### src/rtl/hack_rom_loader.sv
// hack_rom_loader: receives a length-prefixed big-endian byte stream and writes Hack words to instruction memory.
// Define HACK_LOADER_CHECKSUM_EN to require a trailing 16-bit modulo-2^16 checksum of the data words.
module hack_rom_loader #(
  parameter int ADDR_WIDTH     = 12,
  parameter int TIMEOUT_CYCLES = 100_000_000
) (
  input  logic                  clk,
  input  logic                  rst,
  input  logic                  start,
  input  logic [7:0]            rx_data,
  input  logic                  rx_valid,
  output logic                  rx_ready,
  output logic                  wr_en,
  output logic [14:0]           wr_addr,
  output logic [15:0]           wr_data,
  output logic                  cpu_reset,
  output logic                  busy,
  output logic                  done,
  output logic                  error,
  output logic [ADDR_WIDTH:0]   words_loaded
);

  localparam int          TW        = $clog2(TIMEOUT_CYCLES + 1);
  localparam logic [16:0] MAX_WORDS = 17'(1) << ADDR_WIDTH;

  typedef enum logic [3:0] {
    S_IDLE,
    S_LEN_HI,
    S_LEN_LO,
    S_D_HI,
    S_D_LO,
    S_WRITE,
`ifdef HACK_LOADER_CHECKSUM_EN
    S_CK_HI,
    S_CK_LO,
`endif
    S_DONE,
    S_ERR
  } state_t;

  state_t                r_state;
  logic                  r_rx_ready;
  logic                  r_wr_en;
  logic [14:0]           r_wr_addr;
  logic [15:0]           r_wr_data;
  logic                  r_cpu_reset;
  logic                  r_busy;
  logic                  r_done;
  logic                  r_error;
  logic [ADDR_WIDTH:0]   r_words;
  logic [ADDR_WIDTH-1:0] r_index;
  logic [15:0]           r_len;
  logic [7:0]            r_hi;
  logic [TW-1:0]         r_tmo;
`ifdef HACK_LOADER_CHECKSUM_EN
  logic [15:0]           r_sum;
  logic [7:0]            r_ck_hi;
`endif

  logic        w_accept;
  logic        w_tmo_hit;
  logic [15:0] w_len;
  logic [15:0] w_word;
  logic        w_more;

  assign w_accept  = rx_valid & r_rx_ready;
  assign w_tmo_hit = (r_tmo == TW'(TIMEOUT_CYCLES - 1));
  assign w_len     = {r_len[15:8], rx_data};
  assign w_word    = {r_hi, rx_data};
  assign w_more    = (17'(r_words) < 17'(r_len));

  assign rx_ready     = r_rx_ready;
  assign wr_en        = r_wr_en;
  assign wr_addr      = r_wr_addr;
  assign wr_data      = r_wr_data;
  assign cpu_reset    = r_cpu_reset;
  assign busy         = r_busy;
  assign done         = r_done;
  assign error        = r_error;
  assign words_loaded = r_words;

  // Loader FSM: all outputs are registered and updated together with the state.
  always_ff @(posedge clk or posedge rst) begin
    if (rst) begin
      r_state     <= S_IDLE;
      r_rx_ready  <= 1'b0;
      r_wr_en     <= 1'b0;
      r_wr_addr   <= 15'd0;
      r_wr_data   <= 16'd0;
      r_cpu_reset <= 1'b0;
      r_busy      <= 1'b0;
      r_done      <= 1'b0;
      r_error     <= 1'b0;
      r_words     <= '0;
      r_index     <= '0;
      r_len       <= 16'd0;
      r_hi        <= 8'd0;
      r_tmo       <= '0;
`ifdef HACK_LOADER_CHECKSUM_EN
      r_sum       <= 16'd0;
      r_ck_hi     <= 8'd0;
`endif
    end else begin
      r_wr_en <= 1'b0;

      // Inter-byte timeout: only ticks while waiting for a byte; any other cycle restarts it.
      if (r_rx_ready && !w_accept) begin
        if (w_tmo_hit) begin
          r_state     <= S_ERR;
          r_rx_ready  <= 1'b0;
          r_busy      <= 1'b0;
          r_error     <= 1'b1;
          r_cpu_reset <= 1'b1;
          r_tmo       <= '0;
        end else begin
          r_tmo <= r_tmo + 1'b1;
        end
      end else begin
        r_tmo <= '0;
      end

      case (r_state)
        S_IDLE, S_DONE, S_ERR: begin
          if (start) begin
            r_state     <= S_LEN_HI;
            r_rx_ready  <= 1'b1;
            r_busy      <= 1'b1;
            r_cpu_reset <= 1'b1;
            r_done      <= 1'b0;
            r_error     <= 1'b0;
            r_words     <= '0;
            r_index     <= '0;
`ifdef HACK_LOADER_CHECKSUM_EN
            r_sum       <= 16'd0;
`endif
          end
        end
        S_LEN_HI: begin
          if (w_accept) begin
            r_len[15:8] <= rx_data;
            r_state     <= S_LEN_LO;
          end
        end
        S_LEN_LO: begin
          if (w_accept) begin
            r_len <= w_len;
            if (w_len == 16'd0) begin
`ifdef HACK_LOADER_CHECKSUM_EN
              r_state <= S_CK_HI;
`else
              r_state     <= S_DONE;
              r_rx_ready  <= 1'b0;
              r_busy      <= 1'b0;
              r_done      <= 1'b1;
              r_cpu_reset <= 1'b0;
`endif
            end else if (17'(w_len) > MAX_WORDS) begin
              r_state     <= S_ERR;
              r_rx_ready  <= 1'b0;
              r_busy      <= 1'b0;
              r_error     <= 1'b1;
              r_cpu_reset <= 1'b1;
            end else begin
              r_state <= S_D_HI;
            end
          end
        end
        S_D_HI: begin
          if (w_accept) begin
            r_hi    <= rx_data;
            r_state <= S_D_LO;
          end
        end
        S_D_LO: begin
          if (w_accept) begin
            r_state    <= S_WRITE;
            r_rx_ready <= 1'b0;
            r_wr_en    <= 1'b1;
            r_wr_addr  <= 15'(r_index);
            r_wr_data  <= w_word;
            r_words    <= r_words + 1'b1;
            r_index    <= r_index + 1'b1;
`ifdef HACK_LOADER_CHECKSUM_EN
            r_sum      <= r_sum + w_word;
`endif
          end
        end
        S_WRITE: begin
          if (w_more) begin
            r_state    <= S_D_HI;
            r_rx_ready <= 1'b1;
          end else begin
`ifdef HACK_LOADER_CHECKSUM_EN
            r_state    <= S_CK_HI;
            r_rx_ready <= 1'b1;
`else
            r_state     <= S_DONE;
            r_busy      <= 1'b0;
            r_done      <= 1'b1;
            r_cpu_reset <= 1'b0;
`endif
          end
        end
`ifdef HACK_LOADER_CHECKSUM_EN
        S_CK_HI: begin
          if (w_accept) begin
            r_ck_hi <= rx_data;
            r_state <= S_CK_LO;
          end
        end
        S_CK_LO: begin
          if (w_accept) begin
            r_rx_ready <= 1'b0;
            r_busy     <= 1'b0;
            if ({r_ck_hi, rx_data} == r_sum) begin
              r_state     <= S_DONE;
              r_done      <= 1'b1;
              r_cpu_reset <= 1'b0;
            end else begin
              r_state     <= S_ERR;
              r_error     <= 1'b1;
              r_cpu_reset <= 1'b1;
            end
          end
        end
`endif
        default: begin
          r_state    <= S_IDLE;
          r_rx_ready <= 1'b0;
          r_busy     <= 1'b0;
        end
      endcase
    end
  end

endmodule

### config.mk
export PLATFORM = sky130hd
export DESIGN_NAME = hack_rom_loader
export DESIGN_NICKNAME = d
export VERILOG_FILES = /design/src/rtl/hack_rom_loader.sv
export SDC_FILE = /design/constraint.sdc
export NUM_CORES = 1
export LEC_CHECK = 0
export CAP_MARGIN = 15
export CORE_MARGIN = 8
export CORE_UTILIZATION = 30
export CTS_CLUSTER_SIZE = 28
export DETAILED_ROUTE_END_ITERATION = 7
export GPL_TIMING_DRIVEN = 0
export PLACE_DENSITY = 0.59
export RECOVER_POWER = 50
export SYNTH_ARGS = -nofsm -noshare
export SYNTH_HDL_FRONTEND = slang
export SYNTH_SLANG_ARGS = --single-unit
### constraint.sdc
create_clock -name clk -period 5.4 [get_ports clk]
set_clock_uncertainty 0.15 [all_clocks]
set_input_delay 1.08 -clock clk [delete_from_list [all_inputs] [get_ports clk]]
set_output_delay 1.08 -clock clk [all_outputs]
set_load 0.02 [all_outputs]
# After elaboration in Yosys (flattened, before gate mapping)
# Index checks and enable logic that the tools add are counted.
# totals
ff_bits,114
inputBits,12
out_inout_bits,50
wordCells,110
# classes
n_addsub,3
magnitude_cmp,2
eq_ne,13
muxes,60
bitwise,2
n_reduce_logical,15
# ops
cell,n
27-bit two-way mux,2
1-bit two-way mux,34
4-bit two-way mux,8
27-bit by 1-bit adder with 27-bit output (second input constant),1
27-bit == test (second input constant),1
13-bit two-way mux,2
13-bit case mux with 2 select lines,1
12-bit two-way mux,2
12-bit case mux with 2 select lines,1
4-bit case mux with 6 select lines,1
4-bit by 3-bit == test with 1-bit output (second input constant),4
16-bit by 13-bit > comparator with 1-bit output (second input constant),1
16-bit logical NOT,1
13-bit by 16-bit less-than comparator with 1-bit output,1
8-bit case mux with 2 select lines,1
13-bit by 1-bit adder with 13-bit output (second input constant),1
12-bit by 1-bit adder with 12-bit output (second input constant),1
2-bit inequality test (second input constant),5
4-bit by 2-bit == test with 1-bit output (second input constant),2
8-bit two-way mux,1
3-bit two-way mux,2
1-bit case mux with 3 select lines,2
2-bit AND reduction,3
3-bit AND reduction,2
14 further kinds,15

# Depth between registers and ports, before layout
# logic_depth
ltp_word,8
mapped_depth,9

# Worst setup path before layout
# No wires, ideal clock.
# synth_path
kind,flip-flop to flip-flop
from,register r_tmo[11]
to,register r_state[2]
t_arrival_ns,2.369
required_ns,5.175
slack_ns,2.806
path_stages_with_launch,7
n_path_buf,0
synth_period_minus_slack_ns,2.594
path_cell_list,dfrtp_1 -> or4_1 -> or4_4 -> or4_4 -> a221oi_2 -> o2bb2ai_1 -> o21ai_2
# synth_via
elab_chain_cells,5
elab_cells_between_ends,9
# synth_lines
element,line,source
from (decl),54,logic [TW-1:0] r_tmo;
from (signal assigned),116,r_tmo <= r_tmo + 1'b1;
27-bit == test (*),67,assign w_tmo_hit = (r_tmo == TW'(TIMEOUT_CYCLES - 1));
4-bit two-way mux (*),108,if (w_tmo_hit) begin
4-bit two-way mux (*),107,if (r_rx_ready && !w_accept) begin
"4-bit two-way mux, on equally long branches",-,
4-bit case mux with 6 select lines (*),122,case (r_state)
to (signal assigned),109,r_state <= S_ERR;
to (signal assigned),125,r_state <= S_LEN_HI;
to (signal assigned),176,r_state <= S_WRITE;
to (decl),41,state_t r_state;
# Mark *: on every way between the ends. The rest lies on a longest branch, timed or not.
# A chain may end at the register's enable or synchronous reset.

# Final worst setup path
# layout_path
from,register r_state[1]
to,register r_wr_addr[2] (netlist: wr_addr[2])
# layout_via
elab_chain_cells,2
# layout_lines
element,line,source
from (signal assigned),85,r_state <= S_IDLE;
from (signal assigned),109,
from (signal assigned),125,
4-bit by 3-bit == test with 1-bit output,122,
2-bit AND reduction (no line),-,
to (signal assigned),179,r_wr_addr <= 15'(r_index);
to (decl),44,logic [14:0] r_wr_addr;
# No other way between the ends.

==> summary.json <==
{
  "worst_setup_path": {
    "standard_cell_with_the_maximum_stage_delay_on_the_critical_path": "sky130_fd_sc_hd__nor4b_1",
    "start_kind": "register",
    "r2r.worst_path.cells": 7,
    "endpoint_kind": "register",
    "worstPathRequired_ns": 5.59,
    "path_max_fanout": 10,
    "critical_path.reg2reg.startpoint": "r_state[1]",
    "timing_worst_setup_path_type": "reg -> reg",
    "critical-path-top-cell-by-count": "sky130_fd_sc_hd__nand2_1",
    "worst_r2r_endpoint": "wr_addr[2]",
    "worst-r2r-setup-slack_ns": 2.18,
    "cp_data_arrival_time_ns": 3.41,
    "worstPathCellList": "nor4b_1 -> nand2_1 -> inv_1 -> clkbuf_1 -> clkbuf_1 -> nand2_1 -> nand2_1",
    "cp_slowest_stage_delay_ns": 0.92
  },
  "floorplanning": {
    "starting_utilization_of_the_core_area": 0.305,
    "num_io_pins": 62,
    "core_area_um2": 17900,
    "fp.dieArea_um2": 22800,
    "die_w_um": 151,
    "die_h_um": 151,
    "placement_rows": 49
  },
  "global_routing": {
    "grt_util_all_layers": 0.124,
    "grt_remaining_overflow": 0,
    "via_count_of_the_first_global_routing_pass": 4177,
    "grt_pass1_wl_um": 22100,
    "antenna_violations_before_repair": 0,
    "largest_net_degree_at_the_start_of_global_routing": 61
  },
  "sta": {
    "final-setup-viol-count": 0,
    "slew_viol_final": 55,
    "fin_crit_ns": 3.22,
    "hold_ws_ns": 0.313,
    "smallest_setup_slack_after_layout_ns": 2.18,
    "period_share": 0.596,
    "fmax_ghz": 0.311,
    "worst_pin_slew_ns": 2.57,
    "hold_viol": 0,
    "worst_slew_margin_rel": -0.721,
    "timing.setup.tns_ns": 0,
    "grt_setup_unrepaired": "false"
  },
  "synth": {
    "synthCells": 570,
    "share_of_synthesized_flip_flops_with_an_asynchronous_set_or_reset": 1.00,
    "sequential_cell_area_fraction_in_the_yosys_report": 0.522,
    "count_of_flip_flops_with_a_built_in_enable_after_synthesis": 0,
    "synth_warnings": 0,
    "ys.flop_type": "sky130_fd_sc_hd__dfrtp_1",
    "ys_top_cells_by_area": "sky130_fd_sc_hd__dfrtp_1 52%, sky130_fd_sc_hd__nand2_1 8.7%, sky130_fd_sc_hd__xor2_1 5.8%",
    "synth_area_per_cell_um2": 9.58,
    "list_of_most_frequent_post_synthesis_cells": "127 x sky130_fd_sc_hd__nand2_1, 114 x sky130_fd_sc_hd__dfrtp_1, 61 x sky130_fd_sc_hd__nor2_1",
    "netlist.top_cell.by_area": "sky130_fd_sc_hd__dfrtp_1",
    "mappedNetlistArea_um2": 5460,
    "synthMostInstantiatedCell": "sky130_fd_sc_hd__nand2_1",
    "synth.ff_latch_count": 114,
    "synthDistinctLibCells": 55,
    "post-synth-top-area-fraction": 0.522
  },
  "drt": {
    "drt_first_pass_iters": 4,
    "final_ant_viol_nets": 0,
    "dr_drc_count": 0,
    "post_drt_via_cell_ratio": 4.71,
    "drt_wl_total_um": 13200,
    "vias": 4194,
    "detail_route.iter0.violations": 186,
    "routedWlPerCell_um": 14.8
  },
  "clocking": {
    "cts.path.max_buffers": 2,
    "cts.repair_timing.setup_buffer_count": 0,
    "clock_insertion_delay_at_the_later_pin_of_the_skew_report_ns": 0.41,
    "cts.hold.buffers_added": 0,
    "cts_max_level": 4,
    "clock_tree_from_tritoncts": "done",
    "cts_resized": 0,
    "tritoncts.num_buffers": 17,
    "clk_pin_slew_worst_paths_ns": 0.05,
    "cts.root.buffer_cell": "sky130_fd_sc_hd__clkbuf_16",
    "clock_sinks": 114
  },
  "layout": {
    "post_route_cells_drive_above_1_share": 0.0802,
    "synth_to_layout_area_growth_pct": 26.9,
    "final_nets": 678,
    "antennaDiodeCount": 0
  },
  "power_and_ir_drop": {
    "power_density_nw_per_um2": 314,
    "ir_drop_v": 0.000264,
    "report.power.total_w": 0.00217,
    "leakagePower_nw": 3.27
  },
  "hold_path": {
    "timing.hold.worst_endpoint": "wr_addr[3]",
    "hold_path.startpoint": "wr_addr[3]",
    "hold-path-cell-count": 2,
    "hold_path_class": "reg -> reg"
  },
  "status": {
    "run_status": "finished, violations left",
    "failed_checks": "capacitance limit, slew limit"
  },
  "place": {
    "preCtsSetupSlack_ns": 1.72,
    "gpl.final_weighted_congestion": 0.768,
    "io_buffer_count": 58,
    "post-dp-hpwl_um": 9340
  },
  "job": {
    "number_of_maximum_capacitance_constraint_violations": 1
  }
}
## cells in the final DEF, fill, tap and decap left out, types with 12 or more instances in the layout
cell                              synthesis  routed
sky130_fd_sc_hd__ha_1                    15      15
sky130_fd_sc_hd__inv_1                   19      18
sky130_fd_sc_hd__nand3_1                 21      21
sky130_fd_sc_hd__nor2_1                  61      61
sky130_fd_sc_hd__dlygate4sd3_1            0      18
sky130_fd_sc_hd__clkdlybuf4s50_1          0      40
sky130_fd_sc_hd__mux2_2                  14      14
sky130_fd_sc_hd__nand2_1                127     127
sky130_fd_sc_hd__clkbuf_1                19      23
sky130_fd_sc_hd__xor2_1                  36      36
sky130_fd_sc_hd__clkbuf_16                0      17
sky130_fd_sc_hd__o21ai_0                 18      18
sky130_fd_sc_hd__a21oi_1                 12      12
sky130_fd_sc_hd__dfrtp_1                114     114
## layout make-up
cell class / instances / area (um2)
multi-input cells: 414 / 2430
clock buffers: 24 / 492
fillers: 1826 / 11000
flip-flops and latches: 114 / 2850
repair buffers: 59 / 608
clock inverters: 5 / 77.6
inverters: 19 / 72.6
plain buffers: 26 / 111
well taps: 229 / 287
## registers in the layout (all words and copies together), names as in the netlist
| name | count |
|---|---|
| error | 1 |
| r_len | 16 |
| r_hi | 8 |
| words_loaded | 13 |
| rx_ready | 1 |
| done | 1 |
| wr_data | 16 |
| r_state | 4 |
| cpu_reset | 1 |
| wr_en | 1 |
| r_tmo | 27 |
| busy | 1 |
| r_index | 12 |
| wr_addr | 12 |
## per-stage QoR
stage | utilization | cells | instance area [um2]
global route | 0.387 | 890 | 6930
detailed placement | 0.356 | 861 | 6370
global placement | 0.354 | 860 | 6340
CTS | 0.388 | 890 | 6940
floorplan | - | 573 | 5470
finish | 0.387 | 890 | 6930
## layer usage
metal | routed length (um) | track usage
met5 | 0 | 0
met4 | 195 | 0.0520
met3 | 687 | 0.0341
met2 | 5740 | 0.181
met1 | 6560 | 0.169
## kinds of logic (layout without fill, tap and decap cells)
kind of cell / count (synthesis) / count (layout) / share of synthesized area
and+or+nand+nor: 274 / 274 / 0.230
DFF: 114 / 114 / 0.522
AOI/OAI and AO/OA: 57 / 57 / 0.0683
xor gates and xnor gates: 47 / 47 / 0.0754
buffers and inverters: 45 / 133 / 0.0337
adders and majority gates: 16 / 16 / 0.0362
muxes: 16 / 16 / 0.0330
other: 1 / 4 / 0.000687
## critical path: cells and delay by family (launching register included)
kind | cells | cell delay (ns)
and+or+nand+nor | 4 | 1.42
buffers and inverters | 3 | 1.16
DFF | 1 | 0.42
## where the power goes
group	switching, W	total [W]	internal (W)
Clock	0.000376	0.00109	0.000718
Combinational	0.000101	0.000167	0.0000661
Sequential	0.0000238	0.000913	0.000889
Total	0.000501	0.00217	0.00167
## worst max path at each step
stage	slack [ns]	to	depth (start not counted)	start
floorplan	1.15	busy	1	rst
global placement	-0.67	words_loaded[5]	2	rst
detailed placement	1.72	wr_addr[2]	8	rx_valid
CTS	2.07	wr_addr[2]	7	r_state[1]
global route	1.81	words_loaded[0]	2	rst
finish	2.18	wr_addr[2]	7	r_state[1]
Power figures use the tool's default switching activity.
